===== config.mk =====
export PLATFORM = sky130hd
export DESIGN_NAME = control_fsm
export DESIGN_NICKNAME = d
export VERILOG_FILES = /design/src/rtl/cr16_pkg.sv /design/src/rtl/cond_eval.sv /design/src/rtl/control_fsm.sv
export SDC_FILE = /design/constraint.sdc
export NUM_CORES = 1
export LEC_CHECK = 0
export ABC_CLOCK_PERIOD_IN_PS = 3600
export CORE_MARGIN = 2
export CORE_UTILIZATION = 41
export CTS_CLUSTER_SIZE = 25
export DETAILED_ROUTE_END_ITERATION = 8
export PLACE_DENSITY = 0.85
export SYNTH_ARGS = -nofsm -noshare
export SYNTH_HDL_FRONTEND = slang
export SYNTH_SLANG_ARGS = --single-unit

===== constraint.sdc =====
create_clock -name clk_i -period 3.6 [get_ports clk_i]
set_clock_uncertainty 0.05 [all_clocks]
set_input_delay 0.72 -clock clk_i [delete_from_list [all_inputs] [get_ports clk_i]]
set_output_delay 0.72 -clock clk_i [all_outputs]
set_load 0.02 [all_outputs]

===== src/rtl/cr16_pkg.sv =====
// Shared types and encodings for the CR16 control sequencer.
package cr16_pkg;

    typedef enum logic [1:0] {
        ST_FETCH   = 2'd0,
        ST_DECODE  = 2'd1,
        ST_EXECUTE = 2'd2,
        ST_MEM     = 2'd3
    } state_e;

    typedef enum logic [2:0] {
        CLS_ALU   = 3'd0,
        CLS_LOAD  = 3'd1,
        CLS_STOR  = 3'd2,
        CLS_JAL   = 3'd3,
        CLS_JCOND = 3'd4,
        CLS_BCOND = 3'd5
    } class_e;

    // Major opcode IR[15:12] and extension IR[7:4]
    localparam logic [3:0] OP_MEMJMP = 4'b0100;
    localparam logic [3:0] OP_BCOND  = 4'b1100;
    localparam logic [3:0] EXT_LOAD  = 4'b0000;
    localparam logic [3:0] EXT_STOR  = 4'b0100;
    localparam logic [3:0] EXT_JAL   = 4'b1000;
    localparam logic [3:0] EXT_JCOND = 4'b1100;

    // Condition codes IR[11:8]
    localparam logic [3:0] CC_EQ = 4'b0000;
    localparam logic [3:0] CC_NE = 4'b0001;
    localparam logic [3:0] CC_CS = 4'b0010;
    localparam logic [3:0] CC_CC = 4'b0011;
    localparam logic [3:0] CC_HI = 4'b0100;
    localparam logic [3:0] CC_LS = 4'b0101;
    localparam logic [3:0] CC_GT = 4'b0110;
    localparam logic [3:0] CC_LE = 4'b0111;
    localparam logic [3:0] CC_FS = 4'b1000;
    localparam logic [3:0] CC_FC = 4'b1001;
    localparam logic [3:0] CC_LO = 4'b1010;
    localparam logic [3:0] CC_HS = 4'b1011;
    localparam logic [3:0] CC_LT = 4'b1100;
    localparam logic [3:0] CC_GE = 4'b1101;
    localparam logic [3:0] CC_UC = 4'b1110;

    // Flag bit positions within {C,L,F,Z,N}
    localparam int unsigned FLAG_C = 4;
    localparam int unsigned FLAG_L = 3;
    localparam int unsigned FLAG_F = 2;
    localparam int unsigned FLAG_Z = 1;
    localparam int unsigned FLAG_N = 0;

    // Instruction class from opcode and extension fields
    function automatic class_e classify(input logic [3:0] op, input logic [3:0] ext);
        class_e cls;
        cls = CLS_ALU;
        if (op == OP_BCOND) begin
            cls = CLS_BCOND;
        end else if (op == OP_MEMJMP) begin
            case (ext)
                EXT_LOAD:  cls = CLS_LOAD;
                EXT_STOR:  cls = CLS_STOR;
                EXT_JAL:   cls = CLS_JAL;
                EXT_JCOND: cls = CLS_JCOND;
                default:   cls = CLS_ALU;
            endcase
        end
        return cls;
    endfunction

endpackage


===== src/rtl/cond_eval.sv =====
// Branch condition evaluator: condition code against PSR flags.
module cond_eval
    import cr16_pkg::*;
(
    input  logic [3:0] cond_i,
    input  logic [4:0] flags_i,
    output logic       taken_o
);

    logic c, l, f, z, n;

    assign c = flags_i[FLAG_C];
    assign l = flags_i[FLAG_L];
    assign f = flags_i[FLAG_F];
    assign z = flags_i[FLAG_Z];
    assign n = flags_i[FLAG_N];

    // Condition decode; 1111 is the never-taken code
    always_comb begin
        taken_o = 1'b0;
        case (cond_i)
            CC_EQ:   taken_o = z;
            CC_NE:   taken_o = ~z;
            CC_CS:   taken_o = c;
            CC_CC:   taken_o = ~c;
            CC_HI:   taken_o = l;
            CC_LS:   taken_o = ~l;
            CC_GT:   taken_o = n;
            CC_LE:   taken_o = ~n;
            CC_FS:   taken_o = f;
            CC_FC:   taken_o = ~f;
            CC_LO:   taken_o = ~l & ~z;
            CC_HS:   taken_o = l | z;
            CC_LT:   taken_o = ~n & ~z;
            CC_GE:   taken_o = n | z;
            CC_UC:   taken_o = 1'b1;
            default: taken_o = 1'b0;
        endcase
    end

endmodule


===== src/rtl/control_fsm.sv =====
// CR16 multi-cycle sequencer: fetch, decode, execute, memory phases.
module control_fsm
    import cr16_pkg::*;
#(
    parameter int unsigned P_ADDRESS_WIDTH = 16,
    parameter int unsigned P_DATA_WIDTH    = 16
) (
    input  logic                       clk_i,
    input  logic                       reset_i,
    input  logic [P_DATA_WIDTH-1:0]    instruction_i,
    input  logic [P_DATA_WIDTH-1:0]    ir_i,
    input  logic [4:0]                 flags_i,
    input  logic [P_ADDRESS_WIDTH-1:0] rtarget_i,
    input  logic                       mem_ack_i,
    output logic                       mem_read_o,
    output logic                       mem_write_o,
    output logic                       mem_addr_select_o,
    output logic                       ir_load_o,
    output logic                       regfile_we_o,
    output logic                       link_we_o,
    output logic                       pc_enable_o,
    output logic                       pc_address_select_o,
    output logic                       pc_address_select_increment_o,
    output logic                       pc_address_select_displace_o,
    output logic [P_ADDRESS_WIDTH-1:0] pc_address_o,
    output logic [1:0]                 state_o
);

    localparam int unsigned AW = P_ADDRESS_WIDTH;

    state_e          state_q, state_d;
    class_e          cls_q, cls_d;
    logic            taken_q, taken_d;
    logic [AW-1:0]   target_q, target_d;
    logic            cond_taken;

    logic            mem_read_c, mem_write_c, mem_addr_sel_c, ir_load_c;
    logic            regfile_we_c, link_we_c, pc_enable_c, pc_sel_c, pc_disp_c;
    logic [AW-1:0]   pc_addr_c;

    // Instruction word is captured by the datapath; only its IR copy is decoded here
    logic [P_DATA_WIDTH-1:0] unused_instruction;
    assign unused_instruction = instruction_i;

    cond_eval u_cond_eval (
        .cond_i  (ir_i[11:8]),
        .flags_i (flags_i),
        .taken_o (cond_taken)
    );

    // State and decoded-instruction registers
    always_ff @(posedge clk_i or posedge reset_i) begin
        if (reset_i) begin
            state_q  <= ST_FETCH;
            cls_q    <= CLS_ALU;
            taken_q  <= 1'b0;
            target_q <= '0;
        end else begin
            state_q  <= state_d;
            cls_q    <= cls_d;
            taken_q  <= taken_d;
            target_q <= target_d;
        end
    end

    // Next-state and control decode from state, latched class and memory handshake
    always_comb begin
        state_d        = state_q;
        cls_d          = cls_q;
        taken_d        = taken_q;
        target_d       = target_q;
        mem_read_c     = 1'b0;
        mem_write_c    = 1'b0;
        mem_addr_sel_c = 1'b0;
        ir_load_c      = 1'b0;
        regfile_we_c   = 1'b0;
        link_we_c      = 1'b0;
        pc_enable_c    = 1'b0;
        pc_sel_c       = 1'b0;
        pc_disp_c      = 1'b0;
        pc_addr_c      = '0;

        case (state_q)
            ST_FETCH: begin
                mem_read_c = 1'b1;
                if (mem_ack_i) begin
                    ir_load_c = 1'b1;
                    state_d   = ST_DECODE;
                end
            end
            ST_DECODE: begin
                // Branch target and condition are resolved here so EXECUTE is register-driven
                cls_d   = classify(ir_i[15:12], ir_i[7:4]);
                taken_d = (cls_d == CLS_JAL) | cond_taken;
                if (cls_d == CLS_BCOND) begin
                    target_d = {{(AW-8){ir_i[7]}}, ir_i[7:0]};
                end else begin
                    target_d = rtarget_i;
                end
                state_d = ST_EXECUTE;
            end
            ST_EXECUTE: begin
                state_d = ST_FETCH;
                case (cls_q)
                    CLS_ALU: begin
                        regfile_we_c = 1'b1;
                        pc_enable_c  = 1'b1;
                    end
                    CLS_BCOND: begin
                        pc_enable_c = 1'b1;
                        if (taken_q) begin
                            pc_sel_c  = 1'b1;
                            pc_disp_c = 1'b1;
                            pc_addr_c = target_q;
                        end
                    end
                    CLS_JCOND: begin
                        pc_enable_c = 1'b1;
                        if (taken_q) begin
                            pc_sel_c  = 1'b1;
                            pc_addr_c = target_q;
                        end
                    end
                    CLS_JAL: begin
                        link_we_c   = 1'b1;
                        pc_enable_c = 1'b1;
                        pc_sel_c    = 1'b1;
                        pc_addr_c   = target_q;
                    end
                    CLS_LOAD, CLS_STOR: begin
                        state_d = ST_MEM;
                    end
                    default: begin
                        regfile_we_c = 1'b1;
                        pc_enable_c  = 1'b1;
                    end
                endcase
            end
            ST_MEM: begin
                mem_addr_sel_c = 1'b1;
                mem_read_c     = (cls_q == CLS_LOAD);
                mem_write_c    = (cls_q == CLS_STOR);
                if (mem_ack_i) begin
                    regfile_we_c = (cls_q == CLS_LOAD);
                    pc_enable_c  = 1'b1;
                    state_d      = ST_FETCH;
                end
            end
            default: begin
                state_d = ST_FETCH;
            end
        endcase
    end

    // Reset silences every strobe immediately, abandoning any access in flight
    assign mem_read_o                    = mem_read_c     & ~reset_i;
    assign mem_write_o                   = mem_write_c    & ~reset_i;
    assign mem_addr_select_o             = mem_addr_sel_c & ~reset_i;
    assign ir_load_o                     = ir_load_c      & ~reset_i;
    assign regfile_we_o                  = regfile_we_c   & ~reset_i;
    assign link_we_o                     = link_we_c      & ~reset_i;
    assign pc_enable_o                   = pc_enable_c    & ~reset_i;
    assign pc_address_select_o           = pc_sel_c       & ~reset_i;
    assign pc_address_select_displace_o  = pc_disp_c      & ~reset_i;
    assign pc_address_select_increment_o = 1'b0;
    assign pc_address_o                  = reset_i ? '0 : pc_addr_c;
    assign state_o                       = 2'(state_q);

endmodule


==> run_results.csv <==
group,metric,value,unit
placement,dpl.hpwl,2880,µm
global_routing,antenna_found_initial,0,
die,die_w,64.2,µm
die,ios,84,
power_and_ir_drop,comb_power_share,0.457,
synth,yosys.area.top_type,"dfrtp_1",
placement,dp.cells,286,
sta,rsz0062_at_grt,"false",
routing,wirelength,3740,µm
synth,syn-num-nets,239,
critical_path,path_class,"in -> out",
placement,io_buffers,66,
routing,viasPerCell,5.07,
status,status,"complete, no violations",
cts,clk_pin_slew,0.11,ns
placement,place_congestion,0.771,
global_routing,first_global_vias,1379,
global_routing,gr-total-overflow,0,
power_and_ir_drop,ir_drop,0.329,mV
cts,cts-resized-gates,0,
routing,first_pass_iters,4,
sta,fmax,301,MHz
cells_and_area,drive_above_1_share,0.0492,
sta,fin_setup_tns,0,ns
cts,cts_root_buf,"clkbuf_4",
critical_path,required,2.83,ns
worst_hold_path,hold_path.class,"reg -> reg",
synth,syn_area,1480,µm²
global_routing,grt_max_degree,25,
power_and_ir_drop,p_int,708,µW
cells_and_area,nets,306,
critical_path,arrival,2.55,ns
cts,post-cts-setup-buffers,0,
cts,cts_made_buffers,3,
sta,slew_headroom,0.464,
global_routing,grt_pass1_wl,6080,µm
synth,ys_ff_latch,22,
critical_path,worstPathMaxFanout,17,
sta,setup_viol,0,
routing,remaining_drc_errors,0,
power_and_ir_drop,powerDensity,510,nW/µm²
die,coreArea,3420,µm²
routing,vias,1469,
cells_and_area,stdcell_count,290,
cts,htree_levels,1,
die,die_y,64.2,µm
synth,synth_commonest_cells,"31 x a21oi_1, 25 x nor2_1, 22 x dfrtp_1, 16 x and2_1, 9 x inv_1",
die,die_area,4120,µm²
flow_run,drv_cap,0,
synth,synth-edff-count,0,
global_routing,track_usage,0.187,
cts,clock_latency,0.32,ns
die,rows,21,
cts,cts_max_path_buffers,2,
sta,drv_slew,0,
synth,seq_area_frac_synth,0.371,
sta,layout_worst_path_cycle_share,0.922,
synth,async_flop_share,1.00,
synth,synth.area.top_cells,"dfrtp_1 37%, a21oi_1 10%, and2_1 6.7%",
die,initial_core_util,0.434,
synth,yosysWarnings,0,
synth,netlist.area_leader.share,0.371,
sta,worst_pin_slew,0.803,ns
power_and_ir_drop,power.switching,434,µW
routing,wl_per_cell,12.9,µm
synth,synth_cell_type_count,39,
power_and_ir_drop,switching_share,0.380,
power_and_ir_drop,p_leak,0.939,nW
synth,avgSynthCellArea,8.34,µm²
cts,clock-sinks,22,
synth,synth.most_common_cell,"a21oi_1",
critical_path,start_kind,"primary input",
power_and_ir_drop,p_clk_frac,0.166,
critical_path,end_kind,"output pin",
power_and_ir_drop,power_frac_seq,0.378,
cells_and_area,antennaDiodeCount,0,
synth,ys.flop_type,"dfrtp_1",
synth,synthCells,178,
routing,ant_nets,0,
sta,period_needed,3.32,ns
cells_and_area,area_growth,51.0,%
cts,cts_hold_buf,0,
sta,finalHoldViolCount,0,
routing,drt_iter0_drc,55,
cts,cts_tree,"done",
## metrics by stage
stage               cell area (µm²)  hold WS [ns]  setup WS, ns   util  power (mW)
floorplan                      1480         0.431         0.628      -       0.766
global placement               2190         0.444         0.286  0.641       0.934
detailed placement             2190         0.457         0.279  0.641       0.959
CTS                            2240         0.485         0.276  0.656        1.15
global route                   2240         0.517         0.146  0.656        1.25
finish                         2240         0.481         0.279  0.656        1.14
## cells by family (layout without fill, tap and decap cells)
kind of cell / Yosys count / in the layout / share of synthesized area
AND/OR/NAND/NOR: 68 / 68 / 0.235
AO/OA/AOI/OAI: 51 / 51 / 0.200
flip-flops: 22 / 22 / 0.371
buffers and inverters: 18 / 84 / 0.0573
multiplexers: 8 / 8 / 0.0624
adder cells (fa/ha/maj): 5 / 5 / 0.0422
XOR/XNOR: 5 / 5 / 0.0295
other: 1 / 1 / 0.00253
## final timing paths
kind                            cells after the start  slack (ns)          endpoint         from
min in group asynchronous                           3        0.75        state_o[1]      reset_i
max in group asynchronous                           3        2.50       target_q[4]      reset_i
worst max-delay path                                7        0.28  pc_address_o[12]      reset_i
worst min-delay path                                2        0.48       target_q[5]  target_q[5]
worst max register to register                      5        1.64      target_q[15]   state_o[1]
worst min register to register                      2        0.48       target_q[5]  target_q[5]
## metal layers
layer / vias to the layer above / part of all wire / track usage / wire, µm
met5: - / 0 / 0 / 0
met4: 0 / 0.018 / 0.0559 / 68
met3: 6 / 0.038 / 0.0282 / 143
met2: 42 / 0.50 / 0.316 / 1880
met1: 672 / 0.44 / 0.245 / 1650
li1: 749 / - / - / -
## cells in the final DEF, fill, tap and decap left out, drive strengths merged, types with 4 or more instances in the layout
cell type      synthesis  layout
o21ai                  7       7
mux2i                  7       7
dfrtp                 22      22
a31oi                  4       4
nand3                  4       4
inv                    9       9
ha                     5       5
buf                    5       5
a21oi                 31      31
nor2                  26      26
clkdlybuf4s50          0      66
and2                  16      16
nand2                  7       7
## area by class of cell
class	instances	area, µm²
repair buffers	71	698
well taps	46	57.6
multi-input cells	138	848
flip-flops and latches	22	551
fillers	295	1170
clock buffers	3	22.5
clock inverters	1	30.0
inverters	9	33.8
## worst max-delay path, cell delays in order
cell and delay, ns:
clkdlybuf4s50_1 0.46, inv_1 0.12, nand2_1 0.11, a21oi_1 0.16, buf_4 0.22, and2_1 0.15, clkdlybuf4s50_1 0.61
## sequential cells by signal, summed over array words and instances (netlist names)
register / count
state_o: 2
cls_q: 3
target_q: 16
taken_q: 1
## power groups by stage
stage          Combinational, mW  Sequential (mW)  Clock, mW
3_3_place_gp               0.505            0.429          0
2_1_floorplan              0.335            0.431          0
5_1_grt                    0.589            0.452      0.208
6_report                   0.522            0.431      0.189
4_1_cts                    0.528            0.432      0.192
3_5_place_dp               0.524            0.436          0
Power figures use the tool's default switching activity.
